`src/rtl/pts_tx_sched.sv`:
```
// pts_tx_sched: round-robin scheduler that feeds two word requesters through one
// shared, idle-high parallel-to-serial shift register, holding each bit CLKS_PER_BIT clocks.
module pts_tx_sched #(
    parameter int unsigned NUM_BITS     = 8,
    parameter int unsigned CLKS_PER_BIT = 4
) (
    input  logic                clk,
    input  logic                n_rst,
    input  logic [1:0]          req,
    input  logic [NUM_BITS-1:0] data0,
    input  logic [NUM_BITS-1:0] data1,
    output logic [1:0]          ack,
    output logic                load_enable,
    output logic                shift_enable,
    output logic [NUM_BITS-1:0] parallel_out,
    output logic                busy,
    output logic                done,
    output logic                owner
);
    localparam int unsigned CW = (CLKS_PER_BIT > 1) ? $clog2(CLKS_PER_BIT) : 1;
    localparam int unsigned BW = $clog2(NUM_BITS);
    localparam logic [CW-1:0] CLK_LAST = CW'(CLKS_PER_BIT - 1);
    localparam logic [BW-1:0] BIT_LAST = BW'(NUM_BITS - 1);

    typedef enum logic [1:0] {
        ST_IDLE,
        ST_LOAD,
        ST_SHIFT,
        ST_DONE
    } state_t;

    state_t              state;
    state_t              state_next;
    logic [CW-1:0]       clk_cnt;
    logic [BW-1:0]       bit_cnt;
    logic [NUM_BITS-1:0] hold;
    logic                owner_q;
    logic                last_owner;
    logic                winner;
    logic                bit_end;

    // A lone requester wins outright; on a tie the one that did not go last wins.
    assign winner  = (&req) ? ~last_owner : req[1];
    assign bit_end = (clk_cnt == CLK_LAST);

    always_ff @(posedge clk or negedge n_rst) begin
        if (!n_rst) begin
            state <= ST_IDLE;
        end else begin
            state <= state_next;
        end
    end

    always_comb begin
        state_next   = state;
        load_enable  = 1'b0;
        shift_enable = 1'b0;
        done         = 1'b0;
        ack          = 2'b00;
        busy         = (state != ST_IDLE);
        unique case (state)
            ST_IDLE: begin
                if (|req) begin
                    state_next = ST_LOAD;
                end
            end
            ST_LOAD: begin
                load_enable = 1'b1;
                ack         = owner_q ? 2'b10 : 2'b01;
                state_next  = ST_SHIFT;
            end
            ST_SHIFT: begin
                shift_enable = bit_end;
                if (bit_end && (bit_cnt == BIT_LAST)) begin
                    state_next = ST_DONE;
                end
            end
            ST_DONE: begin
                done       = 1'b1;
                state_next = ST_IDLE;
            end
            default: begin
                state_next = ST_IDLE;
            end
        endcase
    end

    always_ff @(posedge clk or negedge n_rst) begin
        if (!n_rst) begin
            hold       <= '1;
            owner_q    <= 1'b0;
            last_owner <= 1'b1;
            clk_cnt    <= '0;
            bit_cnt    <= '0;
        end else begin
            unique case (state)
                ST_IDLE: begin
                    if (|req) begin
                        hold    <= winner ? data1 : data0;
                        owner_q <= winner;
                    end
                end
                ST_LOAD: begin
                    clk_cnt <= '0;
                    bit_cnt <= '0;
                end
                ST_SHIFT: begin
                    if (bit_end) begin
                        clk_cnt <= '0;
                        bit_cnt <= bit_cnt + 1'b1;
                    end else begin
                        clk_cnt <= clk_cnt + 1'b1;
                    end
                end
                ST_DONE: begin
                    last_owner <= owner_q;
                end
                default: begin
                end
            endcase
        end
    end

    assign parallel_out = hold;
    assign owner        = owner_q;

endmodule

```
`config.mk`:
```
export PLATFORM = sky130hd
export DESIGN_NAME = pts_tx_sched
export DESIGN_NICKNAME = d
export VERILOG_FILES = /design/src/rtl/pts_tx_sched.sv
export SDC_FILE = /design/constraint.sdc
export NUM_CORES = 1
export LEC_CHECK = 0
export CAP_MARGIN = 20
export CORE_UTILIZATION = 42
export DETAILED_ROUTE_END_ITERATION = 8
export PLACE_DENSITY = 0.78
export REMOVE_ABC_BUFFERS = 1
export SYNTH_ARGS = -nofsm -noshare
export SYNTH_HDL_FRONTEND = slang
export SYNTH_SLANG_ARGS = --single-unit
```
`constraint.sdc`:
```
create_clock -name clk -period 2.3 [get_ports clk]
set_clock_uncertainty 0.2 [all_clocks]
set_input_delay 0.46 -clock clk [delete_from_list [all_inputs] [get_ports clk]]
set_output_delay 0.46 -clock clk [all_outputs]
set_load 0.05 [all_outputs]
```
==> impl_metrics.py <==
metrics = {
    "placement": {
        "port_buffers": 34,
        "place_ws_ps": 298.2,
        "dp.cells": 151,
        "dp_hpwl_um": 1550,
        "gp_congestion": 0.7544,
    },
    "clock_tree": {
        "htreeDepth": 1,
        "cts_root_buf": "clkbuf_4",
        "cts_inserted_buffers": 3,
        "clock_path_buffers": 2,
        "clock_sinks": 17,
        "worstSkewPairLatency_ps": 290,
        "path_clk_slew_ps": 100,
        "post-cts-setup-buffer-count": 0,
        "cts_tree": "yes",
    },
    "yosys": {
        "yosysTopAreaCell": "dfstp_2",
        "ys_types": 21,
        "synth_top_cell_area_share": 0.2643,
        "synth_seq_cells": 17,
        "syn_inst": 90,
        "synth_area_leaders": "dfstp_2, dfrtp_1, ha_1, a21oi_1, mux2_2",
        "yosysWarnings": 0,
        "postSynthAreaPerCell_um2": 9.940,
        "synth-seq-area-share": 0.4881,
        "synthesis.area_um2": 894.6,
    },
    "drt": {
        "wl_met3_um": 152,
        "dr.pass1.iters": 2,
        "vias_per_cell": 4.787,
        "drt-initial-drc-count": 1,
        "dr.max_layer_used": "met4",
        "routed_wl_um": 2001,
        "antenna_left": 0,
        "met2_length_um": 902,
        "remaining_drc_errors": 0,
        "wl_per_cell_um": 12.91,
        "wl_met1_um": 920,
        "num_vias": 742,
    },
    "timing": {
        "hold_viol": 0,
        "fmax_mhz": 456.7,
        "worst_hold_slack_ps": 296.7,
        "min_period_over_period": 0.9520,
        "final_max_slew_viol_count": 0,
        "maxSlewHeadroom": 0.6668,
        "tightest_slew_ps": 499.0,
        "fin_crit_ps": 2190,
        "setup_violations": 0,
        "worst_slack_ps": 110.3,
        "grt_setup_unrepaired": "false",
    },
    "worst_setup_path": {
        "required_ps": 1640,
        "path_max_fanout": 5,
        "critPathBufInv": 1,
        "start_kind": "flop",
        "endpoint_kind": "output port",
        "r2r_end": "state[1]$_DFFE_PN0P_",
        "regToRegStartpoint": "state[0]$_DFFE_PN0P_",
        "r2r_slack_ps": 610,
        "cp.depth": 1,
        "critPathSlowestCell": "clkdlybuf4s50_1",
        "crit_family": "buffers and inverters",
        "startpoint": "owner$_DFFE_PN0P_",
        "crit_type": "flop to output port",
        "arrival_ps": 1530,
        "crit_chain": "clkdlybuf4s50_1",
        "slowest_delay_ps": 830,
        "r2r_cells": 5,
        "crit_end": "owner",
    },
    "die": {
        "ios": 35,
        "die_h_um": 48.15,
        "dieArea_um2": 2318,
        "design.core.area_um2": 1982,
        "start_util": 0.4514,
        "die_w_um": 48.15,
        "row_count": 16,
    },
    "power": {
        "ir_drop_mv": 0.7524,
        "finalPower_uw": 1947,
        "p_leak_uw": 0.0006220,
        "p_per_area_nw_per_um2": 1468,
    },
    "global_routing": {
        "grt_usage": 0.1849,
        "grt_pass1_wl_um": 2911,
        "grt_max_degree": 18,
        "antenna_found_initial": 0,
        "overflow": 0,
        "grt_pass1_vias": 647,
    },
    "flow_run": {
        "cap_viol_max_count": 0,
    },
    "run_status": {
        "status": "finished clean",
    },
    "finish": {
        "finalNonFillerCells": 155,
        "diodes": 0,
        "layout_common_cells": "clkdlybuf4s50_1, a21oi_1, nor2_1, nand2_1, buf_4",
        "finalNetCount": 156,
        "fillers": 153,
        "areaGrowthSynthToFinish_pct": 48.25,
        "multiInputGateArea_um2": 429.2,
        "seqCellArea_um2": 436.7,
        "drive_gt1_frac": 0.2734,
        "final_common_cell": "clkdlybuf4s50_1",
    },
    "min_path": {
        "hold_class": "primary input to asynchronous set/reset pin",
    },
}
-- how the worst min path moves through the flow --
stage / start / end / slack (ps) / depth (start not counted)
after detailed placement: parallel_out[1]$_DFFE_PN1P_ / parallel_out[1]$_DFFE_PN1P_ / 300 / 2
final: n_rst / clk_cnt[1]$_DFFE_PN0P_ / 300 / 2
after global routing: n_rst / clk_cnt[1]$_DFFE_PN0P_ / 320 / 2
after global placement: parallel_out[4]$_DFFE_PN1P_ / parallel_out[4]$_DFFE_PN1P_ / 290 / 2
after CTS: n_rst / state[0]$_DFFE_PN0P_ / 290 / 2
after floorplan: n_rst / bit_cnt[0]$_DFFE_PN0P_ / -40 / 0
-- flip-flops by register name, indices dropped and copies added, names as in the netlist --
signal,flops
last_owner,1
clk_cnt,2
state,2
parallel_out,8
owner,1
bit_cnt,3
-- final cells by class --
class,count,share of cell area
Sequential cell,17,0.3292
Clock buffer,3,0.01698
Timing Repair Buffer,36,0.2868
Inverter,5,0.01415
Tap cell,27,0.02547
Clock inverter,1,0.003774
Multi-Input combinational cell,66,0.3236
-- power by group --
| part | internal (µW) | leakage (µW) | switching [µW] |
|---|---|---|---|
| sequential | 487 | 0.000199 | 89.7 |
| clock | 64.7 | 0.0000177 | 93.6 |
| combinational | 449 | 0.000405 | 762 |
-- layer usage --
metal / up-vias / global-route usage
li1: 387 / -
met1: 326 / 0.2464
met2: 27 / 0.3093
met3: 2 / 0.03333
met4: 0 / 0.05000
met5: - / 0
-- worst reg2reg max path, delay by kind of cell, from the launching register on --
kind            cells  cell delay [ps]
compound gates      1              170
fa+ha+maj           1              210
buf+inv             2              250
flops               1              410
mux                 1              350
-- cell usage after synthesis (all sizes together) --
library cell and number:
dfstp 9, a22oi 1, o21a 1, nor2 11, ha 7, dfrtp 8
a21boi 1, buf 2, and2 2, a21bo 1, o22a 1, a21oi 16
inv 5, nor2b 1, mux2 4, xor2 1, nand3 2, o21ai 4
a22o 3, nand2 10
-- per-stage QoR --
stage | cell area [µm²] | setup TNS, ps | util
global placement | 1294 | 0 | 0.6528
floorplan | 884.6 | -100.9 | -
detailed placement | 1294 | 0 | 0.6528
finish | 1326 | 0 | 0.6692
global route | 1326 | 0 | 0.6692
CTS | 1321 | 0 | 0.6667
-- repair_timing --
item | in CTS | in global routing
gates resized for setup | 0 | 2
endpoints found under the setup margin | 0 | 2
hold buffers | 0 | 0
-- cells by family (layout without fill, tap and decap cells) --
family          after synthesis  after routing  synth area share
flops                        17             17            0.4881
buf+inv                       7             45           0.03217
compound gates               28             28            0.2014
simple gates                 26             26            0.1203
xor+xnor                      1              1          0.009792
fa+ha+maj                     7              7           0.09790
mux                           4              4           0.05035
No activity file was read; power rests on OpenSTA's default activity.
